[src/rtl/fx_dot_seq_pkg.sv]
// Shared types and constants for the fixed-point dot-product sequencer:
// FSM state encoding, accumulator width derivation and saturation limits.
package fx_pkg;

    typedef enum logic [1:0] {
        ACC   = 2'd0,
        FLUSH = 2'd1,
        RND   = 2'd2,
        OUT   = 2'd3
    } fx_state_e;

    // Room for K full-scale products plus sign and rounding headroom
    function automatic int width_a(input int width, input int k);
        return $clog2(k) + 2 * width + 2;
    endfunction

    function automatic longint max_q(input int width);
        return (64'sd1 <<< (width - 1)) - 64'sd1;
    endfunction

    function automatic longint min_q(input int width);
        return -(64'sd1 <<< (width - 1));
    endfunction

endpackage

[src/rtl/fx_dot_seq_if.sv]
// Operand-pair input stream and result output stream of the dot-product sequencer.
interface fx_dot_seq_if #(
    parameter int WIDTH = 8
);
    logic                    in_vld;
    logic                    in_rdy;
    logic signed [WIDTH-1:0] win;
    logic signed [WIDTH-1:0] din;
    logic                    out_vld;
    logic                    out_rdy;
    logic signed [WIDTH-1:0] acc_o;
    logic                    ovf_o;
    logic                    busy;

    modport master (
        output in_vld, win, din, out_rdy,
        input  in_rdy, out_vld, acc_o, ovf_o, busy
    );

    modport slave (
        input  in_vld, win, din, out_rdy,
        output in_rdy, out_vld, acc_o, ovf_o, busy
    );
endinterface

[src/rtl/fx_dot_seq_round_sat.sv]
// Combinational round-half-up-on-sticky and clip of the wide accumulator
// down to a WIDTH-bit signed result with an overflow flag.
module fx_round_sat
    import fx_pkg::*;
#(
    parameter int WIDTH    = 8,
    parameter int FRACTION = 4,
    parameter int WIDTH_A  = 21
) (
    input  logic signed [WIDTH_A-1:0] acc,
    output logic signed [WIDTH-1:0]   acc_o,
    output logic                      ovf_o
);

    localparam logic signed [WIDTH_A-1:0] MAX_A = WIDTH_A'(max_q(WIDTH));
    localparam logic signed [WIDTH_A-1:0] MIN_A = WIDTH_A'(min_q(WIDTH));

    logic                      guard_s;
    logic                      round_s;
    logic                      sticky_s;
    logic                      round_up_s;
    logic signed [WIDTH_A-1:0] shift_s;
    logic signed [WIDTH_A-1:0] q_s;

    // Round the dropped fraction, then clip into the signed result range
    always_comb begin
        guard_s    = acc[FRACTION-1];
        round_s    = acc[FRACTION-2];
        sticky_s   = |acc[FRACTION-3:0];
        round_up_s = guard_s & (round_s | sticky_s);
        shift_s    = acc >>> FRACTION;
        q_s        = shift_s + $signed({{(WIDTH_A-1){1'b0}}, round_up_s});
        if (q_s > MAX_A) begin
            acc_o = MAX_A[WIDTH-1:0];
            ovf_o = 1'b1;
        end else if (q_s < MIN_A) begin
            acc_o = MIN_A[WIDTH-1:0];
            ovf_o = 1'b1;
        end else begin
            acc_o = q_s[WIDTH-1:0];
            ovf_o = 1'b0;
        end
    end

endmodule

[src/rtl/fx_dot_seq.sv]
// K-term signed dot-product sequencer: multiply, accumulate, round/saturate, hand off.
// Optional FX_DOT_SAT_CNT_EN adds a saturating count of overflowed results (sat_cnt).
module fx_dot_seq
    import fx_pkg::*;
#(
    parameter int WIDTH    = 8,
    parameter int K        = 8,
    parameter int WK       = $clog2(K),
    parameter int FRACTION = 4,
    parameter int WIDTH_A  = width_a(WIDTH, K)
) (
    input  logic        clk,
    input  logic        rst,
`ifdef FX_DOT_SAT_CNT_EN
    output logic [15:0] sat_cnt,
`endif
    fx_dot_seq_if.slave bus
);

    fx_state_e                   state_r;
    fx_state_e                   state_s;
    logic [WK-1:0]               cnt_r;
    logic signed [2*WIDTH-1:0]   mult_r;
    logic                        first_r;
    logic                        pend_r;
    logic signed [WIDTH_A-1:0]   acc_r;
    logic signed [WIDTH-1:0]     acc_o_r;
    logic                        ovf_r;
    logic signed [WIDTH-1:0]     rs_acc_s;
    logic                        rs_ovf_s;
    logic                        beat_s;
    logic                        last_s;

    assign beat_s = bus.in_vld & (state_r == ACC);
    assign last_s = (cnt_r == WK'(K - 1));

    // State register
    always_ff @(posedge clk) begin
        if (rst) begin
            state_r <= ACC;
        end else begin
            state_r <= state_s;
        end
    end

    // Next-state decode
    always_comb begin
        state_s = state_r;
        case (state_r)
            ACC: begin
                if (beat_s && last_s) begin
                    state_s = FLUSH;
                end else begin
                    state_s = ACC;
                end
            end
            FLUSH:   state_s = RND;
            RND:     state_s = OUT;
            OUT: begin
                if (bus.out_rdy) begin
                    state_s = ACC;
                end else begin
                    state_s = OUT;
                end
            end
            default: state_s = ACC;
        endcase
    end

    // Beat counter, product register and accumulator; term 0 loads instead of adding
    always_ff @(posedge clk) begin
        if (rst) begin
            cnt_r   <= {WK{1'b0}};
            mult_r  <= {(2*WIDTH){1'b0}};
            first_r <= 1'b0;
            pend_r  <= 1'b0;
            acc_r   <= {WIDTH_A{1'b0}};
        end else begin
            pend_r <= beat_s;
            if (beat_s) begin
                mult_r  <= bus.win * bus.din;
                first_r <= (cnt_r == {WK{1'b0}});
                cnt_r   <= last_s ? {WK{1'b0}} : cnt_r + WK'(1);
            end
            if (pend_r) begin
                if (first_r) begin
                    acc_r <= WIDTH_A'(mult_r);
                end else begin
                    acc_r <= acc_r + WIDTH_A'(mult_r);
                end
            end
        end
    end

    fx_round_sat #(
        .WIDTH    (WIDTH),
        .FRACTION (FRACTION),
        .WIDTH_A  (WIDTH_A)
    ) u_round_sat (
        .acc   (acc_r),
        .acc_o (rs_acc_s),
        .ovf_o (rs_ovf_s)
    );

    // Result register, captured once per vector and held through OUT
    always_ff @(posedge clk) begin
        if (rst) begin
            acc_o_r <= {WIDTH{1'b0}};
            ovf_r   <= 1'b0;
        end else if (state_r == RND) begin
            acc_o_r <= rs_acc_s;
            ovf_r   <= rs_ovf_s;
        end
    end

`ifdef FX_DOT_SAT_CNT_EN
    // Count handed-off saturated results, sticking at all-ones
    always_ff @(posedge clk) begin
        if (rst) begin
            sat_cnt <= 16'h0000;
        end else if ((state_r == OUT) && bus.out_rdy && ovf_r && (sat_cnt != 16'hFFFF)) begin
            sat_cnt <= sat_cnt + 16'h0001;
        end
    end
`endif

    assign bus.in_rdy  = (state_r == ACC);
    assign bus.out_vld = (state_r == OUT);
    assign bus.acc_o   = acc_o_r;
    assign bus.ovf_o   = ovf_r;
    assign bus.busy    = (state_r != ACC) | (cnt_r != {WK{1'b0}});

endmodule
[src/flat_wrapper.sv]
// flat-port wrapper written by rule: the top's interface ports become plain ports
module fx_dot_seq_flat import fx_pkg::*;
#(
    parameter int WIDTH    = 8,
    parameter int K        = 8,
    parameter int WK       = $clog2(K),
    parameter int FRACTION = 4,
    parameter int WIDTH_A  = width_a(WIDTH, K)
)
  (clk, rst, bus_in_vld, bus_win, bus_din, bus_out_rdy, bus_in_rdy, bus_out_vld, bus_acc_o, bus_ovf_o, bus_busy);
  fx_dot_seq_if #(.WIDTH(WIDTH)) bus_i ();
  input  logic clk;
  input  logic rst;
  input wire logic [$bits(bus_i.in_vld)-1:0] bus_in_vld;
  input wire logic [$bits(bus_i.win)-1:0] bus_win;
  input wire logic [$bits(bus_i.din)-1:0] bus_din;
  input wire logic [$bits(bus_i.out_rdy)-1:0] bus_out_rdy;
  output wire logic [$bits(bus_i.in_rdy)-1:0] bus_in_rdy;
  output wire logic [$bits(bus_i.out_vld)-1:0] bus_out_vld;
  output wire logic [$bits(bus_i.acc_o)-1:0] bus_acc_o;
  output wire logic [$bits(bus_i.ovf_o)-1:0] bus_ovf_o;
  output wire logic [$bits(bus_i.busy)-1:0] bus_busy;
  assign bus_i.in_vld = bus_in_vld;
  assign bus_i.win = bus_win;
  assign bus_i.din = bus_din;
  assign bus_i.out_rdy = bus_out_rdy;
  assign bus_in_rdy = bus_i.in_rdy;
  assign bus_out_vld = bus_i.out_vld;
  assign bus_acc_o = bus_i.acc_o;
  assign bus_ovf_o = bus_i.ovf_o;
  assign bus_busy = bus_i.busy;
  fx_dot_seq #(.WIDTH(WIDTH), .K(K), .WK(WK), .FRACTION(FRACTION), .WIDTH_A(WIDTH_A)) u_core (.clk(clk), .rst(rst), .bus(bus_i));
endmodule
[config.mk]
export PLATFORM = sky130hd
export DESIGN_NAME = fx_dot_seq_flat
export DESIGN_NICKNAME = d
export VERILOG_FILES = /design/src/rtl/fx_dot_seq_pkg.sv /design/src/rtl/fx_dot_seq_if.sv /design/src/rtl/fx_dot_seq_round_sat.sv /design/src/rtl/fx_dot_seq.sv /design/src/flat_wrapper.sv
export SDC_FILE = /design/constraint.sdc
export NUM_CORES = 1
export LEC_CHECK = 0
export CELL_PAD_IN_SITES_DETAIL_PLACEMENT = 0
export CELL_PAD_IN_SITES_GLOBAL_PLACEMENT = 2
export CORE_MARGIN = 8
export CORE_UTILIZATION = 40
export CTS_CLUSTER_DIAMETER = 200
export DETAILED_ROUTE_END_ITERATION = 16
export DONT_BUFFER_PORTS = 1
export PLACE_DENSITY = 0.81
export SLEW_MARGIN = 20
export SYNTH_ARGS = -nofsm -noshare
export SYNTH_HDL_FRONTEND = slang
export SYNTH_SLANG_ARGS = --single-unit
[constraint.sdc]
create_clock -name clk -period 7.5 [get_ports clk]
set_input_delay 2.25 -clock clk [delete_from_list [all_inputs] [get_ports clk]]
set_output_delay 2.25 -clock clk [all_outputs]
set_load 0.01 [all_outputs]
=== Yosys cells after proc, flatten, opt, wreduce, memory -nomap -nowiden ===
Index checks and enable logic that the tools add are counted.
W data, S select, Z words.

* ROM bits: 0
* Bits in latches: 0
* Memory bits (writable): 0
* Memories kept: 0
* Register bits after elaboration: 53

* Multipliers: 1
* Magnitude comparators: 2
* Shift-type cells: 0
* Div/mod/pow operators: 0
* Equal/unequal tests: 4
* Bitwise gates (word level): 4
* Add/sub/neg operators: 3
* Muxes and demuxes: 9
* Reduce and logical (&&, ||, !) cells: 6

{| class="wikitable"
|+ Operators by type and width
! kind !! count
|-
| $add A21 B16 Y21 || 1
|-
| $mux W21 || 1
|-
| $add A17 B2 Y18 || 1
|-
| $gt A18 B8 Y1 const B || 1
|-
| $lt A18 B8 Y1 const B || 1
|-
| $mul A8 B8 Y16 || 1
|-
| $mux W8 || 2
|-
| $pmux W2 S4 || 1
|-
| $eq A2 B2 Y1 const B || 2
|-
| $add A3 B1 Y3 const B || 1
|-
| $eq A3 B3 Y1 const B || 1
|-
| $logic_not A3 Y1 || 1
|-
| $mux W1 || 3
|-
| $mux W3 || 1
|-
| $reduce_bool A3 Y1 || 1
|-
| $and A1 B1 Y1 || 2
|-
| $eq A2 B1 Y1 const B || 1
|-
| $logic_not A2 Y1 || 1
|-
| $mux W2 || 1
|-
| $or A1 B1 Y1 || 2
|-
| $reduce_bool A2 Y1 || 1
|-
| $reduce_or A2 Y1 || 1
|-
| $logic_and A1 B1 Y1 || 1
|}

=== Longest topological paths before layout ===
* Depth in word-level cells: 7
* Gate-level depth with buffers: 18
* Gate-level depth less buffers: 18

=== Cells and area by module ===
A second synthesis with hierarchy kept.

* Cells, all modules: 778
* Area total of the unflattened synthesis: 6296.0 um^2

{| class="wikitable"
|+ Modules (own cells, without submodules)
! module !! cells an instance !! area each (um^2) !! instances
|-
| fx_dot_seq || 697 || 5681.7 || 1
|-
| fx_round_sat || 81 || 614.3 || 1
|}

=== Least setup slack after synthesis ===
Ideal clock, no wire load.

* Path type: input to register
* From: input port bus_din[4]
* To: register u_core.mult_r[14]
* Setup time: 0.132 ns
* Data arrival time: 6.257 ns
* Buffers on the path: 0
* Path slack: 1.111 ns
* Stages: 17
* Cell sequence: and2_1 -> fa_1 -> inv_1 -> fa_1 -> inv_1 -> fa_1 -> inv_1 -> fa_1 -> inv_1 -> ha_1 -> a21oi_1 -> o21bai_1 -> a2111oi_0 -> o311ai_0 -> xor2_1 -> nand2_1 -> a21oi_1

* Word-level cells in the longest chain between the ends: 1

{| class="wikitable"
|+ Ends and longest elaborated chain
! element !! RTL line !! RTL
|-
| from (decl) || flat_wrapper.sv:16 || <nowiki>input wire logic [$bits(bus_i.din)-1:0] bus_din;</nowiki>
|-
| $mul A8 B8 Y16 || fx_dot_seq.sv:81 || <nowiki>mult_r <= bus.win * bus.din;</nowiki>
|-
| to (signal assigned) || fx_dot_seq.sv:74 || <nowiki>mult_r <= {(2*WIDTH){1'b0}};</nowiki>
|-
| to (signal assigned) || fx_dot_seq.sv:81 ||
|-
| to (decl) || fx_dot_seq.sv:23 || <nowiki>logic signed [2*WIDTH-1:0] mult_r;</nowiki>
|}

No other way between the ends.
A chain may end at the register's enable or synchronous reset.

=== Worst setup path after layout ===
Same ends and word-level chain as after synthesis.

==> run summary <==
core area -> 14500 um^2
Avg Cell Area, Syn -> 8.19 um^2
area growth from synthesis to layout -> 5.36%
total grt overflow -> 0
cell count after synthesis -> 726
Synth Flop Type -> dfxtp_1
cell taking the most area after synthesis -> fa_1
Setup Viol. Count Final -> 0
Routed WL -> 14000 um
layout cells sized above 1 -> 0.0281
sequential cell fraction of total power -> 0.226
# IOs -> 32
HP Class -> register to register
kind of critical path -> input port to register
GPL Wtd Cong -> 0.796
Post-layout nets -> 842
CP cell instances -> and2_1 > fa_1 > inv_1 > fa_1 > inv_1 > fa_1 > inv_1 > fa_1 > inv_1 > ha_1 > a21oi_1 > o21bai_1 > a2111oi_0 > o311ai_0 > xor2_1 > nand2_1 > a21oi_1
Pwr per Cell Area -> 258 nW/um^2
clock sinks -> 53
commonest non-fill, non-tap cells in the layout -> inv_1 (96), nand2_1 (92), fa_1 (56)
TNS Setup -> 0 ps
RSZ-0062 raised after global routing -> false
Synth Cell Area -> 5950 um^2
DP HPWL -> 11300 um
slew margin rel. -> 0.515
crit path DAT -> 6620 ps
Gate power share -> 0.610
status -> complete, no violations
Root Driver -> clkbuf_16
Worst-Skew Late Latency -> 300 ps
antenna violations before repair -> 0
DR vias -> 4736
CP max-delay cell -> a2111oi_0
number of CTS-inserted buffers -> 5
Synth async-reset ratio -> 0
I/O Buffers -> 0
Least-Margin Pin Slew -> 726 ps
Tmin final -> 6390 ps
Clock Path Buffers -> 2
clock slew at reported path FFs -> 70 ps
global-route wire length before repair -> 23700 um
Worst setup EP type -> register
Via density -> 5.29
Final Total Pwr -> 1.62 mW
LEAKAGE -> 2.83 nW
Chip Width -> 138 um
die height -> 138 um
Hold Vio Cnt, Final -> 0
Synth area leaders -> fa_1 (19%), dfxtp_1 (18%), ha_1 (11%)
max_cap viols -> 0
global-route usage over all layers -> 0.152
Max Fclk -> 0.156 GHz
Initial Util -> 0.409
Seq/Total Area, Yosys -> 0.178
H-tree Lvls -> 2
Net Sw Frac -> 0.432
P_sw -> 0.700 mW
share of the synthesized area in the top cell type -> 0.188
initial drt markers -> 154
Data required, critical path -> 7730 ps
vias in the first global route -> 4785
CP Max Fanout -> 8
FP Rows -> 44
Avg WL per Cell -> 15.6 um
startpoint types -> input port
largest net degree at the start of global routing -> 44
Ys Warns -> 0
crit-path max cell delay -> 580 ps
Antenna Cells -> 0
Synth Register Bits -> 53
clock power share -> 0.164
Mapped Nets -> 856
CTS resizes -> 0
first-pass detailed-route iteration total -> 4
Slew Limit Fails -> 0
Post-synth EDFFs -> 0
DR DRC count -> 0
cts hold-fix bufs -> 0
Routed Antenna Nets -> 0
Setup Fix Bufs, Post-CTS -> 0
clock skew -> 6.59 ps
post-synth cell types -> 61
Final period util -> 0.852
die area -> 19000 um^2
CTS tree -> yes
leading cell type in the layout, fill and taps excluded -> inv_1
peak ir drop on the vdd network -> 112 uV
internal power -> 0.918 mW
[per-layer routing]
metal / vias up / part of all wire / global-route usage
met5: - / 0 / 0
met4: 0 / 0.012 / 0.0346
met3: 11 / 0.034 / 0.0210
met2: 63 / 0.50 / 0.271
met1: 2259 / 0.46 / 0.189
li1: 2403 / - / -
[sequential cells by signal, summed over array words and instances, names as in the netlist]
signal and cells:
u_core.acc_r 21, u_core.mult_r 16, u_core.bus.acc_o 8, u_core.cnt_r 3
u_core.state_r 2, u_core.bus.ovf_o 1, u_core.first_r 1, u_core.pend_r 1
[area by class of cell]
cell class | count | area [um^2]
repair buffers | 2 | 15.0
multi-input cells | 553 | 4440
fillers | 1509 | 8270
inverters | 97 | 364
clock inverters | 2 | 35.0
well taps | 184 | 230
clock buffers | 5 | 125
flip-flops and latches | 53 | 1060
[critical path: cells and delay by family]
family / cells / cell delay (ps)
AOI/OAI and AO/OA: 5 / 1370
xor gates and xnor gates: 1 / 170
adders and majority gates: 5 / 2420
buffers and inverters: 4 / 200
and+or+nand+nor: 2 / 210
[power by group through the flow]
stage               combinational (mW)  clock [mW]  sequential [mW]
global route                      1.14       0.279            0.373
finish                           0.986       0.265            0.366
floorplan                        0.829           0            0.353
CTS                               1.01       0.269            0.366
global placement                 0.989           0            0.372
detailed placement               0.998           0            0.373
[synthesized netlist by cell type, drive strengths merged, types with 4 or more instances]
cell    number
a211oi      17
a21o        13
a21oi       42
a311oi       5
a31oi        7
and2        48
clkbuf      22
dfxtp       53
fa          56
ha          54
inv         96
mux2i        5
nand2       92
nand2b      12
nand3       12
nand4        4
nor2        47
nor3         8
o211ai       7
o21a         4
o21ai       33
o31ai        4
xnor2       26
xor2        10
[through the flow]
stage | area [um^2] | util | setup WS, ps | hold slack [ps] | std cells
floorplan | 5950 | - | 1110 | 443 | 726
global placement | 6110 | 0.420 | 851 | 457 | 889
detailed placement | 6110 | 0.420 | 782 | 467 | 889
CTS | 6270 | 0.431 | 1090 | 477 | 896
global route | 6270 | 0.431 | 867 | 496 | 896
finish | 6270 | 0.431 | 1110 | 474 | 896
[worst paths after layout]
| path | startpoint | endpoint | slack, ps | depth (start not counted) |
|---|---|---|---|---|
| max | bus_din[4] | u_core.mult_r[14]$_SDFFE_PP0P_ | 1110 | 17 |
| min | u_core.mult_r[8]$_SDFFE_PP0P_ | u_core.mult_r[8]$_SDFFE_PP0P_ | 470 | 2 |
| max reg2reg | u_core.mult_r[0]$_SDFFE_PP0P_ | u_core.acc_r[16]$_SDFFE_PP0P_ | 4530 | 11 |
| min reg2reg | u_core.mult_r[8]$_SDFFE_PP0P_ | u_core.mult_r[8]$_SDFFE_PP0P_ | 470 | 2 |
[logic make-up (layout without fill, tap and decap cells)]
logic type	count (synthesis)	in the layout	share of synthesized area
simple gates	243	243	0.199
compound gates	159	159	0.183
buf+inv	120	106	0.0757
fa+ha+maj	110	110	0.302
flops	53	53	0.178
xor+xnor	36	36	0.0530
mux	5	5	0.00841
Note: power is estimated with default switching activity, not from simulation.
